==> config.mk <==
export PLATFORM = sky130hd
export DESIGN_NAME = uart_regmap_arbiter
export DESIGN_NICKNAME = d
export VERILOG_FILES = /design/src/rtl/uart_regmap_arbiter.sv
export SDC_FILE = /design/constraint.sdc
export NUM_CORES = 1
export LEC_CHECK = 0
export ABC_AREA = 0
export BUFFER_PORTS_ARGS = -buffer_cell sky130_fd_sc_hd__buf_4
export CORE_ASPECT_RATIO = 0.5
export CORE_MARGIN = 3
export CORE_UTILIZATION = 40
export CTS_CLUSTER_SIZE = 40
export DETAILED_ROUTE_END_ITERATION = 7
export GPL_ROUTABILITY_DRIVEN = 0
export HOLD_SLACK_MARGIN = 0.1
export PLACE_DENSITY = 0.74
export SETUP_SLACK_MARGIN = 0.5
export SLEW_MARGIN = 20
export SYNTH_ARGS = -nofsm -noshare
export SYNTH_HDL_FRONTEND = slang
export SYNTH_SLANG_ARGS = --single-unit
==> constraint.sdc <==
create_clock -name clk -period 2.2 [get_ports clk]
set_input_delay 0.22 -clock clk [delete_from_list [all_inputs] [get_ports clk]]
set_output_delay 0.22 -clock clk [all_outputs]
set_load 0.02 [all_outputs]
==> src/rtl/uart_regmap_arbiter.sv <==
// uart_regmap_arbiter: two-requester round-robin arbiter with address-map checks in front of the UART register/ROM port
// Ports: clk, rst_n (sync, active-low); req0_*/req1_* request channels (valid/ready/we/addr/wdata);
// rsp0_*/rsp1_* response pulses (valid/rdata/err); mem_* single-port memory (en/we/addr/wdata/rdata);
// region: decoded region of the current access; err_cnt: saturating rejected-access count.
// Optional feature: define UART_ARB_ERR_CNT_EN to build the err_cnt counter.
module uart_regmap_arbiter #(
  parameter int DATA_W = 8,
  parameter int ADDR_W = 8,
  parameter int unsigned MAP_END = 'h4a
) (
  input  logic              clk,
  input  logic              rst_n,
  input  logic              req0_valid,
  output logic              req0_ready,
  input  logic              req0_we,
  input  logic [ADDR_W-1:0] req0_addr,
  input  logic [DATA_W-1:0] req0_wdata,
  output logic              rsp0_valid,
  output logic [DATA_W-1:0] rsp0_rdata,
  output logic              rsp0_err,
  input  logic              req1_valid,
  output logic              req1_ready,
  input  logic              req1_we,
  input  logic [ADDR_W-1:0] req1_addr,
  input  logic [DATA_W-1:0] req1_wdata,
  output logic              rsp1_valid,
  output logic [DATA_W-1:0] rsp1_rdata,
  output logic              rsp1_err,
  output logic              mem_en,
  output logic              mem_we,
  output logic [ADDR_W-1:0] mem_addr,
  output logic [DATA_W-1:0] mem_wdata,
  input  logic [DATA_W-1:0] mem_rdata,
  output logic [2:0]        region,
  output logic [7:0]        err_cnt
);
  typedef enum logic [1:0] {IDLE, ACCESS, RESP} state_t;
  state_t state;
  logic rr_last, gnt, rej, rd, win, any, we, bad;
  logic [ADDR_W-1:0] a;
  logic [DATA_W-1:0] wd;
  logic [2:0] reg_n;
  always_comb begin
    any = req0_valid | req1_valid;
    win = req1_valid & (!req0_valid | !rr_last);
    a = win ? req1_addr : req0_addr;
    we = win ? req1_we : req0_we;
    wd = win ? req1_wdata : req0_wdata;
    reg_n = a < ADDR_W'('h08) ? 3'd0 :
            a < ADDR_W'('h19) ? 3'd1 :
            a < ADDR_W'('h29) ? 3'd2 :
            a < ADDR_W'('h40) ? 3'd3 :
            a <= ADDR_W'(MAP_END) ? 3'd4 : 3'd7;
    bad = reg_n == 3'd7 || (we && reg_n == 3'd0);
    req0_ready = rst_n && state == IDLE && any && !win;
    req1_ready = rst_n && state == IDLE && win;
    rsp0_rdata = rsp0_valid && rd ? mem_rdata : '0;
    rsp1_rdata = rsp1_valid && rd ? mem_rdata : '0;
    rsp0_err = rsp0_valid & rej;
    rsp1_err = rsp1_valid & rej;
  end
  // the access is decoded while accepting so the ACCESS-cycle outputs come straight from registers
  always_ff @(posedge clk) begin
    if (!rst_n) begin
      state <= IDLE;
      rr_last <= 1'b1;
      gnt <= 1'b0;
      rej <= 1'b0;
      rd <= 1'b0;
      mem_en <= 1'b0;
      mem_we <= 1'b0;
      mem_addr <= '0;
      mem_wdata <= '0;
      region <= '0;
      rsp0_valid <= 1'b0;
      rsp1_valid <= 1'b0;
    end else begin
      case (state)
        IDLE: if (any) begin
          state <= ACCESS;
          rr_last <= win;
          gnt <= win;
          rej <= bad;
          rd <= !bad && !we;
          mem_en <= !bad;
          mem_we <= !bad && we;
          mem_addr <= a;
          mem_wdata <= wd;
          region <= reg_n;
        end
        ACCESS: begin
          state <= RESP;
          mem_en <= 1'b0;
          mem_we <= 1'b0;
          rsp0_valid <= !gnt;
          rsp1_valid <= gnt;
        end
        RESP: begin
          state <= IDLE;
          rsp0_valid <= 1'b0;
          rsp1_valid <= 1'b0;
        end
        default: state <= IDLE;
      endcase
    end
  end
`ifdef UART_ARB_ERR_CNT_EN
  always_ff @(posedge clk) begin
    if (!rst_n) err_cnt <= '0;
    else if (state == RESP && rej && err_cnt != 8'hff) err_cnt <= err_cnt + 8'd1;
  end
`else
  assign err_cnt = '0;
`endif
endmodule

==> flow_summary_export.csv <==
group,metric,value,unit
run_status,status,"finished clean",
clock_network,cts_tree,"built",
final_layout,diodes,0,
power,internal-power,1.07,mW
synth,yosysTopAreaCell,"dfxtp_1",
synth,synth_top_area_share,34.7,%
worst_setup_path,cp-start-kind,"register",
floorplan,core_area,3720,µm²
power,p_per_area,642,nW/µm²
floorplan,die-width,97.5,µm
synth,synth_flop_cell,"dfxtp_1",
clock_network,cts_made_buffers,5,
sta,fin_crit_sh,77.7,%
placement,place.detailed.hpwl,3810,µm
synth,synth_seq_cells,29,
synth,synth_cells,215,
final_layout,regArea,582,µm²
power,clkPwrFrac,27.7,%
final_layout,multi_input_area,1020,µm²
worst_setup_path,crit_arrival,1.88,ns
power,p_total,1.59,mW
worst_setup_path,cp-end-kind,"register",
drt,viasPerCell,5.46,
final_layout,area_growth,48.1,%
synth,ys_seq_area_share,34.7,%
worst_setup_path,worstPathRequired,2.37,ns
synth,synthTopCellsByArea,"dfxtp_1, nand2_1, a311oi_1, and3_1, nor2_1",
synth,avgSynthCellArea,7.78,µm²
worst_setup_path,crit_buf_inv,0,
drt,drt_wl_total,5030,µm
synth,syn_area,1670,µm²
synth,yosys.cell_types.count,43,
worst_setup_path,worstSetupPathType,"reg -> reg",
power,sw_frac_of_total,32.9,%
global_route,grt_pass1_vias,1731,
worst_setup_path,cp_max_fo,4,
power,comb_power_share,32.4,%
worst_setup_path,ff2ff_setup_slack,0.49,ns
worst_hold_path,hp-class,"in -> reg",
worst_setup_path,crit_slowest_cell,"or4_4",
floorplan,row_count,15,
global_route,grt_usage,19.6,%
power,cellLeakagePower,1.20,nW
placement,port_buffers,88,
clock_network,postCtsSetupBuffers,0,
worst_hold_path,hold_start,"rst_n",
synth,synth_edf_count,0,
final_layout,fin_nets,350,
clock_network,postCtsHoldBufs,0,
drt,first_pass_iters,4,
drt,routedWlPerCell,14.3,µm
sta,finalCriticalPeriod,1.71,ns
clock_network,clockRootBuffer,"clkbuf_8",
clock_network,clock_sinks,29,
floorplan,io_pins,97,
floorplan,start_util,45.0,%
clock_network,h-tree-depth,2,
clock_network,path_clk_slew,0.06,ns
placement,place_inst,345,
sta,fin_worst_skew,0.00390,ns
worst_setup_path,r2r-start,"rr_last",
synth,synth-async-reset-ratio,0,%
sta,setup_tns,0,ns
floorplan,die_area,5040,µm²
worst_setup_path,critPathTopFamily,"compound AO/OA/AOI/OAI gates",
sta,setup_viol,0,
power,power_switching,0.523,mW
worst_hold_path,holdPathEnd,"rr_last",
worst_hold_path,hold_path_depth,2,
floorplan,die_h,51.7,µm
final_layout,final_cells,352,
drt,drc_errors,0,
global_route,grt_antenna_before_repair,0,
power,irDropWorstVdd,0.354,mV
worst_setup_path,r2r_end,"mem_we",
worst_setup_path,rr_worst_depth,5,
global_route,grt_overflow,0,
clock_network,clk_latency,0.28,ns
synth,ys_warn_count,0,
final_layout,drive_above_1_share,36.2,%
drt,drtAntennaViolNets,0,
drt,drtIter0Drc,110,
final_layout,fillers,347,
clock_network,max-clock-path-buffers,2,
worst_setup_path,crit_chain,"a21bo_4, or4_4, a22oi_2, a221oi_2, a32o_1",
power,seqPwrFrac,39.9,%
sta,finalMaxSlewViolations,0,
global_route,grt_max_degree,37,
sta,hold_viol_final,0,
worst_setup_path,crit_cells,5,
drt,vias,1922,
worst_setup_path,worst_path_largest_cell_delay,0.52,ns
job,drv_cap,0,
sta,clock.fmax,585,MHz
sta,rsz0062_at_grt,"true",
global_route,grt_pass1_wl,7950,µm
==> metal layers <==
| layer | part of all wire (%) | global-route usage, % |
|---|---|---|
| met1 | 44 | 23.3 |
| met3 | 8.7 | 5.35 |
| met4 | 1.1 | 6.90 |
| met5 | 0 | 0 |
| met2 | 46 | 34.7 |
==> worst register-to-register path: stages, from the launching register on <==
cell and delay (ns):
dfxtp_2 0.34, a21bo_4 0.23, or4_4 0.52, a22oi_2 0.15
a221oi_2 0.10, a32o_1 0.26
==> Yosys cell counts, types with 2 or more instances <==
cell	n
and3_1	18
nand2b_1	2
and2_1	2
nand3_1	2
a311oi_1	16
nor4b_1	3
buf_2	4
a21oi_1	10
ha_1	3
inv_1	4
nor2_1	27
dfxtp_1	29
o21ai_0	3
nand2_1	41
a2111oi_0	2
buf_4	8
o311a_1	5
nand3b_1	2
o21a_1	2
or2_2	2
clkbuf_1	8
==> layout make-up <==
type / instances / share of cell area, %
clock buffers: 7 / 3.48
repair buffers: 92 / 28.5
well taps: 51 / 2.58
inverters: 5 / 0.758
flip-flops and latches: 29 / 23.5
multi-input cells: 168 / 41.2
==> what timing repair did <==
action	4_1_cts	5_1_grt
setup endpoints to repair	4	12
gates resized for setup	4	7
pin swaps	0	1
==> cell families after synthesis <==
kind of cell / share of synthesized area (%)
multiplexers: 0.598
buffers and inverters: 7.70
flip-flops: 34.7
adder cells (fa/ha/maj): 2.24
AO/OA/AOI/OAI: 24.6
other: 0.224
AND/OR/NAND/NOR: 29.9
==> per-stage QoR <==
stage               utilization (%)  setup slack (ns)  area (µm²)  hold WS (ns)
detailed placement             63.1             0.335        2340         0.448
finish                         66.7             0.490        2480         0.178
CTS                            65.8             0.486        2440         0.176
global route                   66.7             0.447        2480         0.200
floorplan                         -             0.505        1700         0.296
global placement               63.1             0.381        2340         0.443
==> registers in the layout, summed over array words and instances (netlist names) <==
| signal | cells |
|---|---|
| rsp1_valid | 1 |
| mem_en | 1 |
| state | 2 |
| gnt | 1 |
| region | 3 |
| rd | 1 |
| mem_we | 1 |
| mem_addr | 8 |
| rej | 1 |
| rr_last | 1 |
| rsp0_valid | 1 |
| mem_wdata | 8 |
==> power by group through the flow <==
stage | sequential, mW | combinational [mW] | clock, mW
final | 0.634 | 0.515 | 0.441
after global placement | 0.640 | 0.490 | 0
after global routing | 0.642 | 0.562 | 0.470
after floorplan | 0.698 | 0.232 | 0
after CTS | 0.633 | 0.504 | 0.446
after detailed placement | 0.644 | 0.498 | 0
==> cell usage in the layout (no fill, tap or decap), types with 3 or more instances in the layout <==
cell,synthesis,final
buf_4,8,90
nand2_1,41,41
dfxtp_1,29,28
nor2_1,27,27
and3_1,18,18
a311oi_1,16,16
a21oi_1,10,10
conb_1,1,8
clkbuf_8,0,6
o311a_1,5,5
inv_1,4,4
nor4b_1,3,3
o21ai_0,3,3
==> worst max-delay path by stage <==
stage | startpoint | endpoint | slack, ns
floorplan | req0_valid | mem_we | 0.51
detailed placement | req0_addr[7] | mem_we | 0.33
finish | rr_last | mem_we | 0.49
global route | rr_last | mem_we | 0.45
global placement | req0_addr[7] | mem_we | 0.38
CTS | rr_last | req1_ready | 0.49
Note: power is estimated with default switching activity, not from simulation.
